<file path="src/rtl/mcpu_ctrl.sv">
// mcpu_ctrl -- multi-cycle MIPS control unit.
// Moore FSM that sequences a shared datapath (PC, IR, register file,
// immediate extender, ALU, unified memory) and waits on mem_ready for every
// memory access. All control outputs are forced low while rst_n is low.
// Optional build macro: MCPU_ZEXT_EN adds andi/ori (zero-extended immediate).
module mcpu_ctrl #(
  parameter int ST_W  = 4,
  parameter int ALU_W = 3
) (
  input  logic             clk,
  input  logic             rst_n,
  input  logic [5:0]       op,
  input  logic [5:0]       func,
  input  logic             zero,
  input  logic             mem_ready,
  output logic             pc_write,
  output logic             pc_write_cond,
  output logic             iord,
  output logic             mem_r,
  output logic             mem_w,
  output logic             ir_write,
  output logic             reg_write,
  output logic [1:0]       reg_dst,
  output logic [1:0]       mem2reg,
  output logic             alu_src_a,
  output logic [1:0]       alu_src_b,
  output logic [ALU_W-1:0] alu_ctrl,
  output logic [1:0]       pc_source,
  output logic             ext_zero,
  output logic             illegal,
  output logic [ST_W-1:0]  state
);

  typedef enum logic [ST_W-1:0] {
    S_IF  = ST_W'(0),  S_ID  = ST_W'(1),  S_MA  = ST_W'(2),  S_MR  = ST_W'(3),
    S_LWB = ST_W'(4),  S_MW  = ST_W'(5),  S_RX  = ST_W'(6),  S_RWB = ST_W'(7),
    S_BEQ = ST_W'(8),  S_JMP = ST_W'(9),  S_IX  = ST_W'(10), S_IWB = ST_W'(11)
  } state_t;

  typedef struct packed {
    logic             pc_write;
    logic             pc_write_cond;
    logic             iord;
    logic             mem_r;
    logic             mem_w;
    logic             ir_write;
    logic             reg_write;
    logic [1:0]       reg_dst;
    logic [1:0]       mem2reg;
    logic             alu_src_a;
    logic [1:0]       alu_src_b;
    logic [ALU_W-1:0] alu_ctrl;
    logic [1:0]       pc_source;
    logic             ext_zero;
    logic             illegal;
  } ctrl_t;

  localparam logic [5:0] OP_RTYPE = 6'b000000;
  localparam logic [5:0] OP_LW    = 6'b100011;
  localparam logic [5:0] OP_SW    = 6'b101011;
  localparam logic [5:0] OP_BEQ   = 6'b000100;
  localparam logic [5:0] OP_J     = 6'b000010;
  localparam logic [5:0] OP_ADDI  = 6'b001000;
  localparam logic [5:0] OP_SLTI  = 6'b001010;
  localparam logic [5:0] OP_ANDI  = 6'b001100;
  localparam logic [5:0] OP_ORI   = 6'b001101;

  localparam logic [ALU_W-1:0] ALU_ADD = ALU_W'(3'b010);
  localparam logic [ALU_W-1:0] ALU_SUB = ALU_W'(3'b110);
  localparam logic [ALU_W-1:0] ALU_AND = ALU_W'(3'b000);
  localparam logic [ALU_W-1:0] ALU_OR  = ALU_W'(3'b001);
  localparam logic [ALU_W-1:0] ALU_SLT = ALU_W'(3'b111);
  localparam logic [ALU_W-1:0] ALU_NOR = ALU_W'(3'b100);

  state_t state_q, state_d;
  ctrl_t  ctrl;
  logic             func_ok;
  logic [ALU_W-1:0] func_alu;

  // Map R-type funct to an ALU operation and flag unsupported functs.
  always_comb begin
    // NOTE: every signal written here gets a default first, so no path can
    // leave it unassigned and infer a latch.
    func_ok  = 1'b1;
    func_alu = ALU_ADD;
    case (func)
      6'b100000: func_alu = ALU_ADD;
      6'b100010: func_alu = ALU_SUB;
      6'b100100: func_alu = ALU_AND;
      6'b100101: func_alu = ALU_OR;
      6'b101010: func_alu = ALU_SLT;
      6'b100111: func_alu = ALU_NOR;
      default:   func_ok  = 1'b0;
    endcase
  end

  // State register; reset returns to instruction fetch.
  always_ff @(posedge clk or negedge rst_n) begin
    // NOTE: state updates use non-blocking assignment so every flop samples
    // values from before the edge.
    if (!rst_n) state_q <= S_IF;
    else        state_q <= state_d;
  end

  // Next-state and Moore control decode.
  always_comb begin
    state_d = state_q;
    ctrl    = '0;
    case (state_q)
      S_IF: begin
        ctrl.mem_r     = 1'b1;
        ctrl.alu_src_b = 2'b01;
        ctrl.alu_ctrl  = ALU_ADD;
        // PC+4 and IR load commit only in the cycle memory returns the word.
        ctrl.ir_write  = mem_ready;
        ctrl.pc_write  = mem_ready;
        if (mem_ready) state_d = S_ID;
      end
      S_ID: begin
        // Branch target PC + (imm<<2) is computed speculatively here.
        ctrl.alu_src_b = 2'b11;
        ctrl.alu_ctrl  = ALU_ADD;
        case (op)
          OP_RTYPE:      state_d = func_ok ? S_RX : S_IF;
          OP_LW, OP_SW:  state_d = S_MA;
          OP_BEQ:        state_d = S_BEQ;
          OP_J:          state_d = S_JMP;
          OP_ADDI,
          OP_SLTI:       state_d = S_IX;
`ifdef MCPU_ZEXT_EN
          OP_ANDI,
          OP_ORI:        state_d = S_IX;
`endif
          default:       state_d = S_IF;
        endcase
        ctrl.illegal = (state_d == S_IF);
      end
      S_MA: begin
        ctrl.alu_src_a = 1'b1;
        ctrl.alu_src_b = 2'b10;
        ctrl.alu_ctrl  = ALU_ADD;
        state_d        = (op == OP_SW) ? S_MW : S_MR;
      end
      S_MR: begin
        ctrl.mem_r = 1'b1;
        ctrl.iord  = 1'b1;
        if (mem_ready) state_d = S_LWB;
      end
      S_LWB: begin
        ctrl.reg_write = 1'b1;
        ctrl.reg_dst   = 2'b00;
        ctrl.mem2reg   = 2'b01;
        state_d        = S_IF;
      end
      S_MW: begin
        ctrl.mem_w = 1'b1;
        ctrl.iord  = 1'b1;
        if (mem_ready) state_d = S_IF;
      end
      S_RX: begin
        ctrl.alu_src_a = 1'b1;
        ctrl.alu_src_b = 2'b00;
        ctrl.alu_ctrl  = func_alu;
        state_d        = S_RWB;
      end
      S_RWB: begin
        ctrl.reg_write = 1'b1;
        ctrl.reg_dst   = 2'b01;
        state_d        = S_IF;
      end
      S_BEQ: begin
        // The PC load itself is qualified by zero in the datapath.
        ctrl.alu_src_a     = 1'b1;
        ctrl.alu_src_b     = 2'b00;
        ctrl.alu_ctrl      = ALU_SUB;
        ctrl.pc_source     = 2'b01;
        ctrl.pc_write_cond = 1'b1;
        state_d            = S_IF;
      end
      S_JMP: begin
        ctrl.pc_source = 2'b10;
        ctrl.pc_write  = 1'b1;
        state_d        = S_IF;
      end
      S_IX: begin
        ctrl.alu_src_a = 1'b1;
        ctrl.alu_src_b = 2'b10;
        ctrl.alu_ctrl  = (op == OP_SLTI) ? ALU_SLT : ALU_ADD;
`ifdef MCPU_ZEXT_EN
        // Logical immediates zero-extend; addi/slti keep sign extension.
        if (op == OP_ANDI) begin
          ctrl.alu_ctrl = ALU_AND;
          ctrl.ext_zero = 1'b1;
        end else if (op == OP_ORI) begin
          ctrl.alu_ctrl = ALU_OR;
          ctrl.ext_zero = 1'b1;
        end
`endif
        state_d = S_IWB;
      end
      S_IWB: begin
        ctrl.reg_write = 1'b1;
        ctrl.reg_dst   = 2'b00;
        state_d        = S_IF;
      end
      default: state_d = S_IF;
    endcase
  end

  // Reset gates every control output combinationally so strobes and write
  // enables drop the instant rst_n falls, not at the next clock.
  ctrl_t ctrl_out;
  assign ctrl_out = rst_n ? ctrl : '0;

  assign pc_write      = ctrl_out.pc_write;
  assign pc_write_cond = ctrl_out.pc_write_cond;
  assign iord          = ctrl_out.iord;
  assign mem_r         = ctrl_out.mem_r;
  assign mem_w         = ctrl_out.mem_w;
  assign ir_write      = ctrl_out.ir_write;
  assign reg_write     = ctrl_out.reg_write;
  assign reg_dst       = ctrl_out.reg_dst;
  assign mem2reg       = ctrl_out.mem2reg;
  assign alu_src_a     = ctrl_out.alu_src_a;
  assign alu_src_b     = ctrl_out.alu_src_b;
  assign alu_ctrl      = ctrl_out.alu_ctrl;
  assign pc_source     = ctrl_out.pc_source;
  assign ext_zero      = ctrl_out.ext_zero;
  assign illegal       = ctrl_out.illegal;
  assign state         = state_q;

  // zero is consumed by the datapath's PC-load qualifier, not by the FSM.
  logic unused_zero;
  assign unused_zero = zero;

endmodule

</file>
<file path="config.mk">
export PLATFORM = sky130hd
export DESIGN_NAME = mcpu_ctrl
export DESIGN_NICKNAME = d
export VERILOG_FILES = /design/src/rtl/mcpu_ctrl.sv
export SDC_FILE = /design/constraint.sdc
export NUM_CORES = 1
export LEC_CHECK = 0
export CAP_MARGIN = 10
export CORE_UTILIZATION = 37
export CTS_CLUSTER_SIZE = 25
export DETAILED_ROUTE_END_ITERATION = 7
export GPL_ROUTABILITY_DRIVEN = 0
export PLACE_DENSITY_LB_ADDON = 0.1
export SYNTH_ARGS = -nofsm -noshare
export SYNTH_HDL_FRONTEND = slang
export SYNTH_SLANG_ARGS = --single-unit
</file>
<file path="constraint.sdc">
create_clock -name clk -period 1.9 [get_ports clk]
set_clock_uncertainty 0.05 [all_clocks]
set_input_delay 0.19 -clock clk [delete_from_list [all_inputs] [get_ports clk]]
set_output_delay 0.19 -clock clk [all_outputs]
set_load 0.05 [all_outputs]
</file>
==> results of run 1 <==
timing repair:
item,4_1_cts
hold endpoints to repair,0
pin swaps,9
setup buffers,9
endpoints found under the setup margin,7
gates resized for setup,19
logic make-up after synthesis:
logic type | Yosys count | share of synthesized area, %
AND/OR/NAND/NOR | 56 | 44.2
AO/OA/AOI/OAI | 28 | 26.5
flip-flops | 4 | 14.1
XOR/XNOR | 2 | 2.47
other | 1 | 0.530
multiplexers | 2 | 3.18
buffers and inverters | 12 | 9.01
metrics by stage:
stage / util [%] / TNS, ns
after floorplan: - / -1.12
after global placement: 87.1 / -0.282
after detailed placement: 87.1 / -0.386
after CTS: 94.2 / -0.0133
==> impl_metrics.yaml, run 1 <==
clock_tree:
  holdBufCountCts: 0
  cts_htree_levels: 1
  clock-root-buffer: "clkbuf_4"
  numCtsBuffers: 3
  cts.sinks: 4
  clockBufferDepth: 2
yosys:
  yosysUniqueCellTypes: 42
  synth-seq-cells: 4
  synth_edf_count: 0
  async_flop_share_pct: 100
  synth_largest_area_cell: "dfrtp_1"
  ys.warnings.count: 0
  synth.avg_cell_area_um2: 6.74
  netlist_area_um2: 708
  seq_area_frac_synth_pct: 14.1
  synth_area_leaders: "dfrtp_1 14%, nor2_1 8.5%, a21oi_1 7.1%"
  synth_ff_type: "dfrtp_1"
  synth.most_common_cell: "nor2_1"
  ys_top_cells_by_count: "16 x nor2_1, 10 x a21oi_1, 7 x nand2b_1, 5 x nand3_1, 5 x nor3_1"
  synth_cells: 105
  synth_top_cell_area_share_pct: 14.1
outcome:
  status: "did not finish"
  failing_step: "5_1_grt"
  tool.error: "[ERROR DPL-0038] Utilization greater than 100%, impossible to legalize"
die:
  io_pins: 41
  rows: 15
  initial_utilization_pct: 40.1
  die_h_um: 45.8
  dieWidth_um: 45.8
place:
  pre_cts_ws_ns: -0.166
  io_buffers: 36
  hpwl_um: 2250
  dp_cells: 186
  place_area_um2: 1540
timing:
  worst-endpoint-pin-kind: "primary output"
  repair-timing-grt-worst-ep: "pc_write"
grt:
  grt_max_degree: 12
==> inputs of run 2 (changes only) <==
- CORE_AREA: not set -> 2 2 63 65
- CORE_UTILIZATION: 37 -> not set
- CTS_CLUSTER_SIZE: 25 -> not set
- DIE_AREA: not set -> 0 0 65 67
- PLACE_DENSITY_LB_ADDON: 0.1 -> 0.15
==> impl_metrics.yaml, run 2 <==
worst_setup_path:
  r2r_end: "state[2]$_DFFE_PN0P_"
  arrival_ns: 1.62
  required_ns: 1.66
  reg2reg_slack_ns: 0.45
  reg2reg_depth: 6
  crit_type: "reg -> out"
  path_max_fanout: 8
  start_kind: "register"
  cp-end-kind: "output port"
  regToRegStartpoint: "state[3]$_DFFE_PN0P_"
grt:
  met1_usage_pct: 16.9
  grt-ovfl-total: 0
  grt_max_degree: 15
  grt_pass1_wl_um: 4710
  met3_usage_pct: 2.03
  antenna_found_initial: 0
  use_met2_pct: 24.4
  grt_busiest_layer: "met2"
  grt_pass1_vias: 1028
  grt_usage_pct: 13.6
layout:
  final_common_cell: "buf_4"
  nets: 198
  largest_reg_flops: 4
  mostFrequentLayoutCells: "46 x buf_4, 18 x buf_12, 9 x nor2_1, 9 x dlygate4sd2_1, 6 x a21oi_1"
  design_area_um2: 1840
  antenna_cells: 0
  utilization_pct: 50.9
  drive_above_1_share_pct: 58.6
  area_growth_pct: 159
timing:
  setup_violations: 0
  hold_violations: 0
  fin_tns_setup_ns: 0
  fin_crit_sh_pct: 97.7
  grt_setup_unrepaired: "true"
  fmax_mhz: 539
  fin_crit_ns: 1.86
  maxSlewViolCount: 0
route:
  routed_wl_um: 2970
  first_pass_iters: 4
  final_antenna_net_count: 0
  drc_errors: 0
  drt_first_iter_violations: 27
  routedWlPerCell_um: 13.0
  vias: 1082
  viasPerCell: 4.72
yosys:
  synth_area_leaders: "dfrtp_1 14%, nor2_1 8.5%, a21oi_1 7.1%"
  synth-seq-cells: 4
  synth_cells: 105
  synth_largest_area_cell: "dfrtp_1"
  synth.most_common_cell: "nor2_1"
  synth_top_cell_area_share_pct: 14.1
  ys_top_cells_by_count: "16 x nor2_1, 10 x a21oi_1, 7 x nand2b_1, 5 x nand3_1, 5 x nor3_1"
  netlist_area_um2: 708
  ys.warnings.count: 0
  synth_ff_type: "dfrtp_1"
  seq_area_frac_synth_pct: 14.1
  yosysUniqueCellTypes: 42
  async_flop_share_pct: 100
  synth.avg_cell_area_um2: 6.74
  synth_edf_count: 0
clock_tree:
  cts_tree: "built"
  clkSlewWorstSetupHoldPaths_ns: 0.04
  cts_htree_levels: 1
  clock-root-buffer: "clkbuf_8"
  holdBufCountCts: 0
  clk_latency_ns: 0.22
  numCtsBuffers: 3
  clockBufferDepth: 2
  cts.sinks: 4
place:
  hpwl_um: 2260
  io_buffers: 36
  place_area_um2: 1600
pwr:
  swShare_pct: 47.0
  power_frac_seq_pct: 9.8
  p_per_area_nw_per_um2: 839
  power_frac_comb_pct: 77.9
  power_mw: 1.54
  internal-power_mw: 0.817
  vdd_drop_max_v: 0.000308
  p_clk_share_pct: 12.3
  p_leak_nw: 0.773
  p_sw_mw: 0.724
run:
  drv_cap: 0
die:
  dieWidth_um: 65
  io_pins: 41
  core_um2: 3610
  initial_utilization_pct: 19.6
  die_area_um2: 4360
  rows: 22
  die_h_um: 67
min_path:
  hold_class: "in -> async"
outcome:
  status: "completed"
==> run 2: cell counts after synthesis <==
Identical to the previous run, type by type.
==> run 2: worst max-delay path, cell delays in order, from the launching register on <==
cell      delay, ns
dfrtp_2        0.46
nand2b_4       0.16
or2_4          0.24
nor4_4         0.23
or2_4          0.17
buf_12         0.13
==> run 2: power by group through the flow <==
stage	Clock, mW	Sequential [mW]	Combinational, mW
final	0.189	0.151	1.20
after global routing	0.204	0.154	1.27
after CTS	0.192	0.158	1.10
after detailed placement	0	0.154	1.08
after global placement	0	0.154	1.08
after floorplan	0	0.195	0.585
==> run 2: area by class of cell <==
class                   count  area (um2)
repair buffers             79         856
multi-input cells          91         759
flip-flops and latches      4         105
inverters                   3        11.3
fillers                   349        1770
clock buffers               4        45.0
well taps                  48        60.1
==> run 2: logic make-up (layout without fill, tap and decap cells) <==
| group | Yosys count | after routing | share of synthesized area (%) |
|---|---|---|---|
| simple gates | 56 | 56 | 44.2 |
| compound gates | 28 | 28 | 26.5 |
| buf+inv | 12 | 86 | 9.01 |
| flops | 4 | 4 | 14.1 |
| xor+xnor | 2 | 2 | 2.47 |
| mux | 2 | 2 | 3.18 |
| other cells | 1 | 3 | 0.530 |
==> run 2: worst max-delay path by stage <==
| stage | start | to | slack (ns) | cells after the start |
|---|---|---|---|---|
| after floorplan | state[0]$_DFFE_PN0P_ | pc_write | -0.26 | 4 |
| after global placement | op[1] | illegal | -0.17 | 6 |
| after detailed placement | op[1] | illegal | -0.18 | 6 |
| after CTS | func[1] | illegal | -0.007 | 6 |
| after global routing | state[0]$_DFFE_PN0P_ | alu_ctrl[0] | -0.02 | 5 |
| final | state[0]$_DFFE_PN0P_ | pc_write | 0.04 | 5 |
==> run 2: routing by layer <==
metal,up-vias,wire length (um)
met5,-,0
met4,0,16
met3,2,161
met2,40,1560
met1,510,1230
li1,530,-
==> run 2: metrics by stage <==
step / std cells / hold WS (ns) / setup WS [ns]
after floorplan: 107 / -0.156 / -0.260
after global placement: 214 / 0.628 / -0.169
after detailed placement: 214 / 0.632 / -0.176
after CTS: 222 / 0.137 / -0.00747
after global routing: 229 / 0.161 / -0.0189
final: 229 / 0.151 / 0.0440
==> run 2: what timing repair did <==
item / in CTS / in global routing
pin swaps: 9 / 12
setup endpoints to repair: 6 / 11
buffers inserted: 4 / 7
gates resized for setup: 21 / 14
No activity file was read; power rests on OpenSTA's default activity.
